==> src/rtl/scr1_ialu_arb_pkg.sv <==
`default_nettype none
// ============================================================================
// Module      : scr1_ialu_arb_pkg
// Description : Shared definitions for the main-adder arbiter: flag bit
//               positions inside the {Z,S,O,C} vector, adder command
//               encodings and the response-slot state encoding.
// Ports       : none (package)
// Revision    : 1.0 - initial release
// ============================================================================
package scr1_ialu_arb_pkg;

   // Bit positions of the adder flags inside the 4-bit flag vector
   localparam int FLAG_Z = 3;
   localparam int FLAG_S = 2;
   localparam int FLAG_O = 1;
   localparam int FLAG_C = 0;

   // Adder command encodings
   localparam logic CMD_ADD = 1'b0;
   localparam logic CMD_SUB = 1'b1;

   // Response slot occupancy
   typedef enum logic [0:0] {
      SLOT_EMPTY = 1'b0,
      SLOT_FULL  = 1'b1
   } slot_state_e;

endpackage : scr1_ialu_arb_pkg
`default_nettype wire

==> src/rtl/scr1_rr_pick.sv <==
`default_nettype none
// ============================================================================
// Module      : scr1_rr_pick
// Description : Combinational round-robin first-set finder. Scans req upward
//               starting at ptr, wrapping from NREQ-1 to 0, and reports the
//               first set requester as a one-hot grant plus its index.
// Ports       : req  - request vector
//               ptr  - scan start position (must be < NREQ)
//               gnt  - one-hot grant (zero when no request)
//               idx  - index of the granted requester (0 when none)
//               any  - at least one request present
// Revision    : 1.0 - initial release
// ============================================================================
module scr1_rr_pick
   import scr1_ialu_arb_pkg::*;
#(
   parameter int NREQ = 2,
   parameter int IDW  = $clog2(NREQ)
) (
   input  logic [NREQ-1:0] req,
   input  logic [IDW-1:0]  ptr,
   output logic [NREQ-1:0] gnt,
   output logic [IDW-1:0]  idx,
   output logic            any
);

   int w_cand;

   // Walk offsets from farthest to nearest so the closest set requester to
   // ptr is the last one written and therefore wins.
   always_comb begin
      gnt    = '0;
      idx    = '0;
      any    = 1'b0;
      w_cand = 0;
      for (int off = NREQ - 1; off >= 0; off--) begin
         w_cand = int'(ptr) + off;
         if (w_cand >= NREQ) begin
            w_cand = w_cand - NREQ;
         end
         if (req[w_cand[IDW-1:0]]) begin
            gnt                  = '0;
            gnt[w_cand[IDW-1:0]] = 1'b1;
            idx                  = w_cand[IDW-1:0];
            any                  = 1'b1;
         end
      end
   end

endmodule : scr1_rr_pick
`default_nettype wire

==> src/rtl/scr1_ialu_add_arb.sv <==
`default_nettype none
// ============================================================================
// Module      : scr1_ialu_add_arb
// Description : Round-robin arbiter sharing one combinational main adder
//               between NREQ requesters. One operation accepted per cycle;
//               result and flags are captured in a single registered
//               response slot tagged with the winning requester ID.
// Ports       : clk, rst                      - clock, async active-high reset
//               req_vld_i / req_rdy_o         - per-requester handshake
//               req_op1_i / req_op2_i         - packed operands, [i*XLEN +: XLEN]
//               req_cmd_i                     - per-requester cmd (0 add, 1 sub)
//               arb2add_op1_o/op2_o/cmd_o     - to the shared adder
//               add2arb_res_i / add2arb_flags_i - from the shared adder
//               rsp_vld_o / rsp_rdy_i         - response slot handshake
//               rsp_id_o/res_o/flags_o        - registered response
// Revision    : 1.0 - initial release
// ============================================================================
module scr1_ialu_add_arb
   import scr1_ialu_arb_pkg::*;
#(
   parameter int XLEN = 32,
   parameter int NREQ = 2,
   parameter int IDW  = $clog2(NREQ)
) (
   input  logic                 clk,
   input  logic                 rst,
   input  logic [NREQ-1:0]      req_vld_i,
   output logic [NREQ-1:0]      req_rdy_o,
   input  logic [NREQ*XLEN-1:0] req_op1_i,
   input  logic [NREQ*XLEN-1:0] req_op2_i,
   input  logic [NREQ-1:0]      req_cmd_i,
   output logic [XLEN-1:0]      arb2add_op1_o,
   output logic [XLEN-1:0]      arb2add_op2_o,
   output logic                 arb2add_cmd_o,
   input  logic [XLEN-1:0]      add2arb_res_i,
   input  logic [3:0]           add2arb_flags_i,
   output logic                 rsp_vld_o,
   input  logic                 rsp_rdy_i,
   output logic [IDW-1:0]       rsp_id_o,
   output logic [XLEN-1:0]      rsp_res_o,
   output logic [3:0]           rsp_flags_o
);

   slot_state_e     r_state;
   slot_state_e     w_state_nxt;
   logic [IDW-1:0]  r_rr_ptr;
   logic [IDW-1:0]  w_ptr_nxt;
   logic [NREQ-1:0] w_pick_gnt;
   logic [IDW-1:0]  w_pick_idx;
   logic            w_pick_any;
   logic            w_can_accept;
   logic            w_grant;
   logic [IDW-1:0]  w_sel_idx;

   scr1_rr_pick #(
      .NREQ (NREQ),
      .IDW  (IDW)
   ) u_rr_pick (
      .req (req_vld_i),
      .ptr (r_rr_ptr),
      .gnt (w_pick_gnt),
      .idx (w_pick_idx),
      .any (w_pick_any)
   );

   // Slot frees up when empty or being drained this cycle. The rst term keeps
   // grants silent while reset is held, before the flops have been cleared.
   assign w_can_accept = (r_state == SLOT_EMPTY) || rsp_rdy_i;
   assign w_grant      = w_can_accept && w_pick_any && !rst;
   assign req_rdy_o    = w_grant ? w_pick_gnt : '0;

   // Without a grant, the pointer's requester still drives the adder so its
   // inputs never float.
   assign w_sel_idx     = w_grant ? w_pick_idx : r_rr_ptr;
   assign arb2add_op1_o = req_op1_i[int'(w_sel_idx)*XLEN +: XLEN];
   assign arb2add_op2_o = req_op2_i[int'(w_sel_idx)*XLEN +: XLEN];
   assign arb2add_cmd_o = req_cmd_i[w_sel_idx];

   assign w_ptr_nxt = (w_pick_idx == IDW'(NREQ - 1)) ? '0 : w_pick_idx + IDW'(1);

   // Slot FSM: state register
   always_ff @(posedge clk or posedge rst) begin
      if (rst) begin
         r_state <= SLOT_EMPTY;
      end else begin
         r_state <= w_state_nxt;
      end
   end

   // Slot FSM: next state
   always_comb begin
      w_state_nxt = r_state;
      case (r_state)
         SLOT_EMPTY: if (w_grant) w_state_nxt = SLOT_FULL;
         SLOT_FULL : if (!w_grant && rsp_rdy_i) w_state_nxt = SLOT_EMPTY;
         default   : w_state_nxt = SLOT_EMPTY;
      endcase
   end

   // Slot FSM: outputs
   always_comb begin
      rsp_vld_o = (r_state == SLOT_FULL);
   end

   // Response payload and round-robin pointer; they only move on a grant, so
   // a drained slot keeps its last contents.
   always_ff @(posedge clk or posedge rst) begin
      if (rst) begin
         rsp_res_o   <= '0;
         rsp_flags_o <= '0;
         rsp_id_o    <= '0;
         r_rr_ptr    <= '0;
      end else if (w_grant) begin
         rsp_res_o   <= add2arb_res_i;
         rsp_flags_o <= add2arb_flags_i;
         rsp_id_o    <= w_pick_idx;
         r_rr_ptr    <= w_ptr_nxt;
      end
   end

endmodule : scr1_ialu_add_arb
`default_nettype wire

==> config.mk <==
export PLATFORM = sky130hd
export DESIGN_NAME = scr1_ialu_add_arb
export DESIGN_NICKNAME = d
export VERILOG_FILES = /design/src/rtl/scr1_ialu_arb_pkg.sv /design/src/rtl/scr1_rr_pick.sv /design/src/rtl/scr1_ialu_add_arb.sv
export SDC_FILE = /design/constraint.sdc
export NUM_CORES = 1
export LEC_CHECK = 0
export ABC_AREA = 1
export CORE_AREA = 2 2 108 110
export DETAILED_ROUTE_END_ITERATION = 7
export DIE_AREA = 0 0 110 112
export PLACE_DENSITY = 0.78
export SYNTH_ARGS = -nofsm -noshare
export SYNTH_HDL_FRONTEND = slang
export SYNTH_SLANG_ARGS = --single-unit
==> constraint.sdc <==
create_clock -name clk -period 4.4 [get_ports clk]
set_input_delay 1.32 -clock clk [delete_from_list [all_inputs] [get_ports clk]]
set_output_delay 1.32 -clock clk [all_outputs]
set_load 0.02 [all_outputs]
; ---- Word-level counts from Yosys, hierarchy flattened
; Index checks and enable logic that the tools add are counted.
[op_classes]
addsub = 4
magnitude_cmp = 7
shifts = 2
n_mux = 24
bitwise = 1
reduce_logical = 8
[ops]
columns = op, count
row1 = indexed part select 64 x 7 -> 32 bit, 2
row2 = 2-to-1 mux 1 bit, 18
row3 = < comparator 1 x 2 -> 1 bit (second input constant), 3
row4 = 2-to-1 mux 2 bit, 3
row5 = logical AND 1 bit, 5
row6 = adder 1 x 1 -> 2 bit (second input constant), 1
row7 = demux 1 bit (select 1 bit), 2
row8 = greater-or-equal comparator 1 bit (second input constant), 2
row9 = greater-or-equal comparator 1 x 2 -> 1 bit (second input constant), 1
row10 = greater-or-equal comparator 2 bit (second input constant), 1
row11 = zero test 1 bit, 2
row12 = case mux 1 bit (2 select lines), 1
row13 = subtractor 1 bit (second input constant), 2
row14 = adder 1 bit (second input constant), 1
row15 = logical OR 1 bit, 1
row16 = inverter 1 bit, 1
[totals]
ff_bits = 39
input_bits = 171
out_inout_bits = 105
elab_cells = 51

; ---- Depth between registers and ports, before layout
; Gate-level depths: netlist (run 1).
[depth]
word_depth = 13
depth_mapped = 9
depth_no_buf = 7

; ---- Cells and area by module
; From an unflattened synthesis (run 1), not the netlist that was laid out.
[hier_totals]
hier_cells = 409
hier_area_um2 = 2691.3
[modules_own_cells]
columns = mod, n_inst, cells_each, area_each_um2, seq_area_each_um2
row1 = scr1_ialu_add_arb, 1, 402, 2657.5, 975.9
row2 = scr1_rr_pick, 1, 7, 33.8, 0.0

; ---- Least setup slack after synthesis (run 1)
; Ideal clock, no wire load.
[synth_timing]
kind = in2out
start = input port rst
end = output port arb2add_op1_o[20]
arrival_ps = 3078
path_slack_ps = 2
path_stages = 7
cell_sequence = inv_1 nand3_2 nand2_1 buf_4 buf_4 nand3_1 nand2_1
[synth_via]
elab_chain_len = 4
[synth_rtl]
columns = item, line
row1 = start: declaration, scr1_ialu_add_arb.sv:26  ; input logic rst,
row2 = zero test 1 bit (no line), n/a
row3 = logical AND 1 bit, scr1_ialu_add_arb.sv:69  ; assign w_grant = w_can_accept && w_pick_any && !rst;
row4 = 2-to-1 mux 1 bit, scr1_ialu_add_arb.sv:74  ; assign w_sel_idx = w_grant ? w_pick_idx : r_rr_ptr;
row5 = indexed part select 64 x 7 -> 32 bit, scr1_ialu_add_arb.sv:75  ; assign arb2add_op1_o = req_op1_i[int'(w_sel_idx)*XLEN +: XLEN];
row6 = end: declaration, scr1_ialu_add_arb.sv:32  ; output logic [XLEN-1:0] arb2add_op1_o,
; Every way passes these cells.

; ---- Worst setup path after layout (run 1)
[layout_timing]
start = input port rsp_rdy_i
end = output port arb2add_op2_o[2]
[layout_via]
elab_chain_len = 5
[layout_rtl]
columns = item, line
row1 = start: declaration, scr1_ialu_add_arb.sv:38  ; input logic rsp_rdy_i,
row2 = logical OR 1 bit, scr1_ialu_add_arb.sv:68  ; assign w_can_accept = (r_state == SLOT_EMPTY) || rsp_rdy_i;
row3 = logical AND 1 bit (2 in series), scr1_ialu_add_arb.sv:69
row4 = 2-to-1 mux 1 bit, scr1_ialu_add_arb.sv:74
row5 = indexed part select 64 x 7 -> 32 bit, scr1_ialu_add_arb.sv:76  ; assign arb2add_op2_o = req_op2_i[int'(w_sel_idx)*XLEN +: XLEN];
row6 = end: declaration, scr1_ialu_add_arb.sv:33  ; output logic [XLEN-1:0] arb2add_op2_o,
; Every way passes these cells.

==> results.md, run 1 <==
- Final ANT Viol Nets: 0
- Max Freq: 232 MHz
- Core Region: 11200 um2
- Via/cell ratio: 4.35
- Routed WL per cell: 13.9 um
- Port bufs: 275
- Register clock-pin slew on the reported worst setup and hold paths: 0.06 ns
- Drt total wl: 11100 um
- Worst Skew: 0.00505 ns
- Largest net degree at the start of global routing: 78
- CTS sink count: 39
- Status: finished clean
- Min-Delay Path Class: flop to flop
- Routed vias: 3469
- Initial Util: 22.5%
- Final hold vios: 0
- Synthesized Nets: 560
- Tot Pwr: 1.77 mW
- CP endpoint kind: primary output
- Leak: 2.77 nW
- # fillers: 1071
- Distinct cells, synth: 13
- Yosys warns: 0
- Most used cell, CP: nand2_1
- DP Worst Slack: -0.177 ns
- CTS Buffer Depth: 2
- Largest stage delay, worst path: 0.45 ns
- CP Max Fanout: 65
- CTS tree: yes
- Final period util: 97.9%
- ANT cells: 0
- H-tree levels: 2
- Global-route wire length before repair: 15800 um
- Die height: 112 um
- GRT overflow: 0
- Most frequent cells in the layout: clkdlybuf4s50_1, nand2_1, nand3_1, dlygate4sd2_1, inv_1
- Slew Viols, Final: 0
- Worst-path cell chain: clkdlybuf4s50_1 -> inv_1 -> nand2_1 -> nand3_2 -> nand2_2 -> buf_12 -> nand3_1 -> nand2_1 -> dlygate4sd2_1
- GP Congestion: 0.935
- Final min period: 4.31 ns
- Nets@finish: 825
- Setup Crit Path Kind: input port to primary output
- DP HPWL: 8850 um
- Number of DRC markers in iteration 0: 184
- Register bit total from synthesis: 39
- Initial antenna violation count: 0
- Die extent in x: 110 um
- Final setup viols: 0
- Synth-to-Final Area Change: 118%
- Row count: 39
- Cell Area, Synth: 2510 um2
- CTS root buf: clkbuf_16
- Sequential fraction of the synthesis area: 38.8%
- Commonest non-fill, non-tap cell in the layout: clkdlybuf4s50_1
- Worst slew pin tran: 0.615 ns
- # DRC: 0
- PD cells: 323 nW/um2
- RSZ-0062 raised after global routing: false
- Peak supply drop: 289 uV
- Syn avg cell area: 6.46 um2
- GRT Overall Usage: 16.1%
- Slowest cell on crit path: clkdlybuf4s50_1
- Max_cap viols: 0
- Post-route setup slack: 0.0914 ns
- Clk_lat worst skew: 0.28 ns
- Vias in the first global route: 3244
- DR pass1 iterations: 5
- IO Count: 276
- Critical Path Start Type: input port
- Full die area: 12300 um2
- Synth Instances: 389
- Slew HR: 59.0%
- Arrival time at the worst endpoint: 2.99 ns
- Design area: 5480 um2
- Share of post-route cells with drive strength above 1: 3.97%
- WP data required: 3.08 ns
- Number of buffers created by CTS: 5
- DP Area: 5380 um2
[final cells by class]
cell class	instances	area, um2	area share [%]
inverter	42	158	2.88
tap	143	179	3.27
multi-input combinational	279	1200	21.9
clock buffer	6	139	2.54
clock inverter	2	13.8	0.251
sequential	39	976	17.8
timing repair buffer	287	2810	51.4
[kinds of logic (layout without fill, tap and decap cells)]
logic type | count (synthesis) | after routing | share of synthesized area, %
compound gates | 39 | 39 | 7.92
simple gates | 240 | 240 | 39.4
flops | 39 | 39 | 38.8
buf+inv | 71 | 337 | 13.8
[power breakdown]
group	internal [mW]	leakage [nW]	switching, mW
combinational	0.440	2.21	0.509
clock	0.226	0.0772	0.143
sequential	0.417	0.479	0.0337
total	1.08	2.77	0.685
[metrics by stage]
stage / TNS, ns / cells / utilization (%) / hold slack (ns)
after floorplan: 0 / 389 / - / 0.526
after global placement: -8.16 / 789 / 48.2 / 0.465
after detailed placement: -8.79 / 789 / 48.2 / 0.473
after CTS: 0 / 797 / 48.8 / 0.489
after global routing: 0 / 798 / 49.0 / 0.516
final: 0 / 798 / 49.0 / 0.488
[per-layer routing]
metal  track usage (%)  vias up  part of all wire [%]
met3              5.15       17                    11
li1                  -     1733                     -
met2              29.4      175                    50
met4              4.22        0                   2.0
met1              17.6     1544                    37
met5                 0        -                     0
[synthesized netlist by cell type]
| cell type | n | area share, % |
|---|---|---|
| inv_1 | 42 | 6.3 |
| a21oi_2 | 1 | 0.35 |
| dfrtp_1 | 39 | 39 |
| a21oi_1 | 1 | 0.20 |
| nand3_1 | 66 | 13 |
| clkbuf_1 | 6 | 0.90 |
| buf_4 | 6 | 1.8 |
| nand2_1 | 172 | 26 |
| buf_2 | 11 | 2.2 |
| buf_6 | 6 | 2.7 |
| o21ai_0 | 37 | 7.4 |
| nand3_2 | 1 | 0.40 |
| nor2_1 | 1 | 0.15 |
[registers in the layout, indices dropped and copies added, names as in the netlist]
register	cells
rsp_res_o	32
rsp_flags_o	4
r_rr_ptr	1
rsp_id_o	1
rsp_vld_o	1
[what timing repair did]
action	CTS	global route
pin swaps	0	0
hold buffers	0	0
cloned	0	1
gates resized for setup	66	1
setup endpoints to repair	66	2
buffers inserted	0	0
[worst max-delay path: cells and delay by family]
family,cells,cell delay [ns]
buffers and inverters,4,1.08
AND/OR/NAND/NOR,5,0.54
[path summary, 6_finish.rpt]
path                                     from               end  slack, ns  cells after the start
worst max register to register      rsp_vld_o          r_rr_ptr       2.97                      5
max in group asynchronous                 rst    rsp_flags_o[2]       2.44                      3
min in group asynchronous                 rst         rsp_vld_o       1.25                      2
worst min-delay path            rsp_res_o[10]     rsp_res_o[10]       0.49                      2
worst max-delay path                rsp_rdy_i  arb2add_op2_o[2]       0.09                      9
worst min register to register  rsp_res_o[10]     rsp_res_o[10]       0.49                      2
Power figures use the tool's default switching activity.
==> run 2: changes to the inputs <==
--- a/config.mk
+++ b/config.mk
@@ -6,10 +6,11 @@
 export NUM_CORES = 1
 export LEC_CHECK = 0
 export ABC_AREA = 1
-export CORE_AREA = 2 2 108 110
+export CORE_AREA = 3 3 106 108
 export DETAILED_ROUTE_END_ITERATION = 7
-export DIE_AREA = 0 0 110 112
-export PLACE_DENSITY = 0.78
+export DIE_AREA = 0 0 109 111
+export PLACE_DENSITY = 0.82
+export SLEW_MARGIN = 20
 export SYNTH_ARGS = -nofsm -noshare
 export SYNTH_HDL_FRONTEND = slang
 export SYNTH_SLANG_ARGS = --single-unit
==> results.md, run 2 (synthesis gave the netlist of run 1 again) <==
- Status: finished clean (unchanged)
- GP Congestion: 0.934 (was 0.935)
- Die extent in x: 109 um (was 110 um)
- CP Max Fanout: 66 (was 65)
- RSZ-0062 raised after global routing: false (unchanged)
- Register clock-pin slew on the reported worst setup and hold paths: 0.08 ns (was 0.06 ns)
- Initial antenna violation count: 0 (unchanged)
- Final period util: 98.6% (was 97.9%)
- CTS root buf: clkbuf_8 (was clkbuf_16)
- Hold Slack: 0.491 ns (was 0.488 ns)
- Commonest non-fill, non-tap cell in the layout: clkdlybuf4s50_1 (unchanged)
- DP HPWL: 9250 um (was 8850 um)
- Critical Path Start Type: input port (unchanged)
- Post-route setup slack: 0.0623 ns (was 0.0914 ns)
- Port bufs: 275 (unchanged)
- GRT overflow: 0 (unchanged)
- Final setup viols: 0 (unchanged)
- Most frequent cells in the layout: clkdlybuf4s50_1, nand2_1, nand3_1, dlygate4sd2_1, inv_1 (unchanged)
- IO Count: 276 (unchanged)
- Final ANT Viol Nets: 0 (unchanged)
- Worst slew pin tran: 0.607 ns (was 0.615 ns)
- Peak supply drop: 204 uV (was 289 uV)
- Row count: 37 (was 39)
- PD cells: 304 nW/um2 (was 323 nW/um2)
- Largest Register: rsp_res_o (unchanged)
- Routed vias: 3535 (was 3469)
- H-tree levels: 2 (unchanged)
- Core Region: 10300 um2 (was 11200 um2)
- Max Freq: 231 MHz (was 232 MHz)
- ANT cells: 0 (unchanged)
- Final min period: 4.34 ns (was 4.31 ns)
- Via/cell ratio: 4.47 (was 4.35)
- GRT Overall Usage: 17.5% (was 16.1%)
- WP data required: 3.08 ns (about the same)
- Leak: 2.75 nW (was 2.77 nW)
- Slew Viols, Final: 0 (unchanged)
- Tot Pwr: 1.65 mW (was 1.77 mW)
- Arrival time at the worst endpoint: 3.02 ns (was 2.99 ns)
- CTS Buffer Depth: 2 (unchanged)
- Drt total wl: 11800 um (was 11100 um)
- Initial Util: 24.3% (was 22.5%)
- DP Worst Slack: -0.235 ns (was -0.177 ns)
- Routed WL per cell: 14.9 um (was 13.9 um)
- Max_cap viols: 0 (unchanged)
- Setup Crit Path Kind: input port to primary output (unchanged)
- Clk_lat worst skew: 0.28 ns (about the same)
- CTS sink count: 39 (unchanged)
- Number of DRC markers in iteration 0: 285 (was 184)
- Synth-to-Final Area Change: 116% (was 118%)
- Max reg flops: 32 (unchanged)
- Final hold vios: 0 (unchanged)
- Nets@finish: 824 (was 825)
- # hold bufs at CTS: 0 (unchanged)
- Worst Skew: 0.00377 ns (was 0.00505 ns)
- Global-route wire length before repair: 17100 um (was 15800 um)
- CTS tree: yes (unchanged)
- Slew HR: 59.6% (was 59.0%)
- Min-Delay Path Class: flop to flop (unchanged)
- Share of post-route cells with drive strength above 1: 3.67% (was 3.97%)
- CP endpoint kind: primary output (unchanged)
- # DRC: 0 (unchanged)
- DR pass1 iterations: 4 (was 5)
- Vias in the first global route: 3441 (was 3244)
- Biggest regs: rsp_res_o x32, rsp_flags_o x4 (unchanged)
- Full die area: 12100 um2 (was 12300 um2)
- Largest net degree at the start of global routing: 77 (was 78)
- Die height: 111 um (was 112 um)
- Number of buffers created by CTS: 5 (unchanged)
- # fillers: 984 (was 1071)
==> run 2: cell count changes in the layout (fill, tap and decap cells not counted), sizes merged <==
cell	before	now
buf	12	9
inv	43	42
clkbuf	7	8
clkinvlp	0	1
clkdlybuf4s50	208	209
clkdlybuf4s15	1	0
dlymetal6s2s	0	1
==> run 2: path summary, 6_finish.rpt <==
| path | start | to | slack (ns) | depth (start not counted) |
|---|---|---|---|---|
| setup / recovery | req_vld_i[0] | req_rdy_o[0] | 0.06 | 7 |
| hold / removal | rsp_res_o[28] | rsp_res_o[28] | 0.49 | 2 |
| setup reg to reg | rsp_vld_o | rsp_res_o[19] | 2.79 | 5 |
| hold reg to reg | rsp_res_o[28] | rsp_res_o[28] | 0.49 | 2 |
| max in group asynchronous | rst | rsp_vld_o | 2.69 | 3 |
| min in group asynchronous | rst | rsp_res_o[25] | 1.50 | 3 |
==> run 2: final cells by class <==
| class | count | area (um2) | share of cell area, % |
|---|---|---|---|
| inverters | 42 | 158 | 2.91 |
| flip-flops and latches | 39 | 976 | 18.0 |
| clock inverters | 2 | 12.5 | 0.231 |
| clock buffers | 6 | 72.6 | 1.34 |
| repair buffers | 286 | 2830 | 52.2 |
| multi-input cells | 279 | 1200 | 22.2 |
| well taps | 136 | 170 | 3.14 |
==> run 2: what timing repair did <==
| item | in CTS | in global routing |
|---|---|---|
| setup buffers | 0 | 0 |
| gates cloned | 0 | 2 |
| endpoints found under the setup margin | 65 | 36 |
| hold endpoints to repair | 0 | 0 |
| gates resized for setup | 66 | 2 |
==> run 2: per-stage QoR <==
stage | setup TNS, ns | util [%] | cell area, um2 | cells
after floorplan | 0 | - | 2510 | 389
after detailed placement | -11.37 | 51.9 | 5360 | 780
final | 0 | 52.5 | 5420 | 790
after CTS | 0 | 52.0 | 5360 | 788
after global placement | -10.55 | 51.9 | 5360 | 780
after global routing | 0 | 52.5 | 5420 | 790
==> run 2: critical path: stages <==
cell	delay, ns
clkdlybuf4s50_1	0.45
inv_1	0.05
a21oi_2	0.13
nand3_2	0.13
buf_12	0.22
inv_1	0.09
clkdlybuf4s50_1	0.60
==> run 2: metal layers <==
| metal | track usage, % | vias up | share of wire (%) |
|---|---|---|---|
| met1 | 17.5 | 1601 | 36 |
| met3 | 7.45 | 14 | 12 |
| met5 | 0 | - | 0 |
| met2 | 33.0 | 189 | 51 |
| met4 | 3.37 | 0 | 1.4 |
| li1 | - | 1731 | - |
==> run 2: power by group <==
| group | total, mW | switching (mW) | internal (mW) |
|---|---|---|---|
| Clock | 0.233 | 0.122 | 0.111 |
| Sequential | 0.451 | 0.0345 | 0.417 |
| Combinational | 0.966 | 0.519 | 0.447 |
| Total | 1.65 | 0.675 | 0.974 |
==> run 3: changes to the inputs <==
--- a/config.mk
+++ b/config.mk
@@ -5,11 +5,12 @@
 export SDC_FILE = /design/constraint.sdc
 export NUM_CORES = 1
 export LEC_CHECK = 0
-export ABC_AREA = 1
+export ABC_AREA = 0
 export CORE_AREA = 3 3 106 108
 export DETAILED_ROUTE_END_ITERATION = 7
 export DIE_AREA = 0 0 109 111
-export PLACE_DENSITY = 0.82
+export GPL_TIMING_DRIVEN = 0
+export PLACE_DENSITY = 0.74
 export SLEW_MARGIN = 20
 export SYNTH_ARGS = -nofsm -noshare
 export SYNTH_HDL_FRONTEND = slang
==> results.md, run 3 <==
- Status: finished clean (unchanged)
- Biggest regs: rsp_res_o x32, rsp_flags_o x4 (unchanged)
- Max reg flops: 32 (unchanged)
- Final setup viols: 0 (unchanged)
- IO Count: 276 (unchanged)
- Yosys warns: 0 (unchanged)
- Yosys top cell area share: 38.4% (was 38.8%)
- Min-Delay Path Class: flop to flop (unchanged)
- Core Region: 10300 um2 (unchanged)
- Hold Slack: 0.494 ns (was 0.491 ns)
- Most frequent cell after synthesis: mux2_4 (was nand2_1)
- Die extent in x: 109 um (unchanged)
- GRT Overall Usage: 16.3% (was 17.5%)
- R2r startpoint: rsp_vld_o (unchanged)
- R2R setup slack: 2.68 ns (was 2.79 ns)
- Via/cell ratio: 4.30 (was 4.47)
- Distinct cells, synth: 21 (was 13)
- Async set-reset flop share out of synthesis: 100% (unchanged)
- Slowest cell on crit path: bufbuf_16 (was clkdlybuf4s50_1)
- Slew Viols, Final: 0 (unchanged)
- # DRC: 0 (unchanged)
- Synthesized Nets: 341 (was 560)
- WHS Path Cells: 1 (was 2)
- Routed WL per cell: 17.6 um (was 14.9 um)
- Final min period: 4.31 ns (was 4.34 ns)
- Post-Synth Adder-Cell Area: 0% (unchanged)
- WP data required: 3.08 ns (about the same)
- Register clock-pin slew on the reported worst setup and hold paths: 0.08 ns (about the same)
- Number of buffers created by CTS: 5 (unchanged)
- Leak: 2.42 nW (was 2.75 nW)
- RSZ-0062 raised after global routing: false (unchanged)
- Worst Skew: 0.00823 ns (was 0.00377 ns)
- Number of DRC markers in iteration 0: 77 (was 285)
- Share of post-route cells with drive strength above 1: 39.7% (was 3.67%)
- H-tree levels: 2 (unchanged)
- Commonest non-fill, non-tap cell in the layout: clkdlybuf4s50_1 (unchanged)
- Syn avg cell area: 15.0 um2 (was 6.46 um2)
- Synth-to-Final Area Change: 122% (was 116%)
- CP endpoint kind: primary output (unchanged)
- Final ANT Viol Nets: 0 (unchanged)
- GP Congestion: 0.774 (was 0.934)
- Largest Register: rsp_res_o (unchanged)
- Largest net degree at the start of global routing: 21 (was 77)
- Drt total wl: 10500 um (was 11800 um)
- Sum of negative setup slack: 0 ns (unchanged)
- EDFF count, synth: 0 (unchanged)
- Sequential fraction of the synthesis area: 38.4% (was 38.8%)
- Max Freq: 232 MHz (was 231 MHz)
- Full die area: 12100 um2 (unchanged)
- GRT overflow: 0 (unchanged)
- Worst-path cell chain: dlygate4sd2_1 -> nand2b_4 -> nor3b_2 -> o22ai_2 -> buf_6 -> bufbuf_16 -> mux2_4 -> buf_2 (was clkdlybuf4s50_1 -> inv_1 -> a21oi_2 -> nand3_2 -> buf_12 -> inv_1 -> clkdlybuf4s50_1)
- Synth area leader: dfrtp_1 (unchanged)
- # fillers: 910 (was 984)
- Main synth FF type: dfrtp_1 (unchanged)
- Row count: 37 (unchanged)
- ANT cells: 0 (unchanged)
- Synth Instances: 170 (was 389)
- Slew HR: 36.6% (was 59.6%)
- Clk_lat worst skew: 0.29 ns (was 0.28 ns)
- CTS root buf: clkbuf_8 (unchanged)
- CTS sink count: 39 (unchanged)
- DR pass1 iterations: 3 (was 4)
- Commonest cells post-synth: mux2_4, mux2_2, dfrtp_1, buf_8, mux2_1 (was nand2_1, nand3_1, inv_1, dfrtp_1, o21ai_0)
- Peak supply drop: 235 uV (was 204 uV)
- Worst R2R End: rsp_res_o[4] (was rsp_res_o[19])
- Utilization after layout: 54.6% (was 52.5%)
- Arrival time at the worst endpoint: 2.99 ns (was 3.02 ns)
- Hold EP: rsp_res_o[3] (was rsp_res_o[28])
- Global-route wire length before repair: 15500 um (was 17100 um)
- CTS tree: yes (unchanged)
- Largest family of logic cells by synthesized area: multiplexers (was simple AND/OR/NAND/NOR gates)
- Port bufs: 275 (unchanged)
- Setup crit start: rsp_rdy_i (was req_vld_i[0])
- Routed vias: 2574 (was 3535)
- CTS Buffer Depth: 2 (unchanged)
- Top cells by area, synth: dfrtp_1, mux2_4, mux2_2 (was dfrtp_1, nand2_1, nand3_1)
- DP HPWL: 8770 um (was 9250 um)
- Largest stage delay, worst path: 0.28 ns (was 0.60 ns)
- Worst slew pin tran: 0.946 ns (was 0.607 ns)
- Setup Crit Path Kind: input port to primary output (unchanged)
- Max_cap viols: 0 (unchanged)
- CP Max Fanout: 6 (was 66)
- Nets@finish: 633 (was 824)
- Post-synthesis mux area share: 52.1% (was 0%)
- Initial Util: 24.6% (was 24.3%)
- Compound-Gate Fraction of Synth Area: 1.82% (was 7.92%)
- Final period util: 98.0% (was 98.6%)
- PD cells: 338 nW/um2 (was 304 nW/um2)
- Worst hold start: rsp_res_o[3] (was rsp_res_o[28])
- Cell Area, Synth: 2540 um2 (was 2510 um2)
- Tot Pwr: 1.91 mW (was 1.65 mW)
- Vias in the first global route: 2875 (was 3441)
- Simple-gate portion of the synthesized area: 2.21% (was 39.4%)
- Final hold vios: 0 (unchanged)
- Register bit total from synthesis: 39 (unchanged)
- Post-Synth XOR/XNOR Area: 0% (unchanged)
- Most frequent cells in the layout: clkdlybuf4s50_1, mux2_4, mux2_2 (was clkdlybuf4s50_1, nand2_1, nand3_1, dlygate4sd2_1, inv_1)
- Initial antenna violation count: 1 (was 0)
- Die height: 111 um (unchanged)
- Reg2reg path depth: 7 (was 5)
- Critical Path Start Type: input port (unchanged)
## run 3: changes by cell type after synthesis, moves of 2 or more
cell / change
mux2_1: +5
o21ai_0: -36
buf_2: -10
inv_1: -40
clkbuf_1: -6
a31oi_1: +2
mux2_2: +46
a21oi_1: +2
buf_8: +5
buf_6: -2
mux2_4: +50
buf_4: -5
nand3_1: -65
nand2_1: -169
## run 3: power by group
group	switching (mW)	internal (mW)
sequential	0.0354	0.423
clock	0.131	0.128
combinational	0.498	0.693
## run 3: repair_timing
item / CTS / global route
pin swaps: 1 / 1
hold buffers: 0 / 0
buffers inserted: 6 / 0
setup endpoints to repair: 67 / 44
hold endpoints to repair: 0 / 0
cloned: 4 / 0
resized for setup: 217 / 7
## run 3: worst max-delay path, delay by kind of cell
family / cells / cell delay [ns]
mux: 1 / 0.28
compound gates: 1 / 0.21
simple gates: 2 / 0.30
buf+inv: 4 / 0.87
## run 3: how the worst max path moves through the flow
stage / end / slack (ns)
5_1_grt: arb2add_op1_o[18] / 0.002
4_1_cts: arb2add_op1_o[5] / 0.01
3_3_place_gp: arb2add_op1_o[19] / -1.34
2_1_floorplan: arb2add_op1_o[0] / 0.11
6_report: arb2add_op1_o[28] / 0.09
3_5_place_dp: arb2add_op1_o[19] / -1.38
## run 3: layer usage
metal  vias to the layer above  part of all wire, %  track usage (%)
met3                        10                   11             5.47
met1                      1226                   33             15.8
met4                         2                 0.96             2.61
met5                         -                 0.16                0
li1                       1199                    -                -
met2                       137                   56             32.7
## run 3: cells by family after synthesis
family,after synthesis
muxes,101
buffers and inverters,13
DFF,39
AOI/OAI and AO/OA,8
and+or+nand+nor,9
## run 3: per-stage QoR
| step | setup slack, ns | instance area (um2) | instances |
|---|---|---|---|
| detailed placement | -1.38 | 5470 | 581 |
| floorplan | 0.105 | 2550 | 170 |
| finish | 0.0875 | 5640 | 599 |
| global route | 0.00160 | 5640 | 599 |
| CTS | 0.0123 | 5670 | 599 |
| global placement | -1.34 | 5470 | 581 |
## run 3: final cells by class
class,count,area (um2),share of cell area (%)
multi-input cells,118,1440,25.5
plain buffers,11,164,2.91
flip-flops and latches,39,976,17.3
repair inverters,2,10.0,0.178
clock buffers,6,82.6,1.47
clock inverters,2,13.8,0.244
repair buffers,283,2770,49.1
inverters,2,11.3,0.200
well taps,136,170,3.02
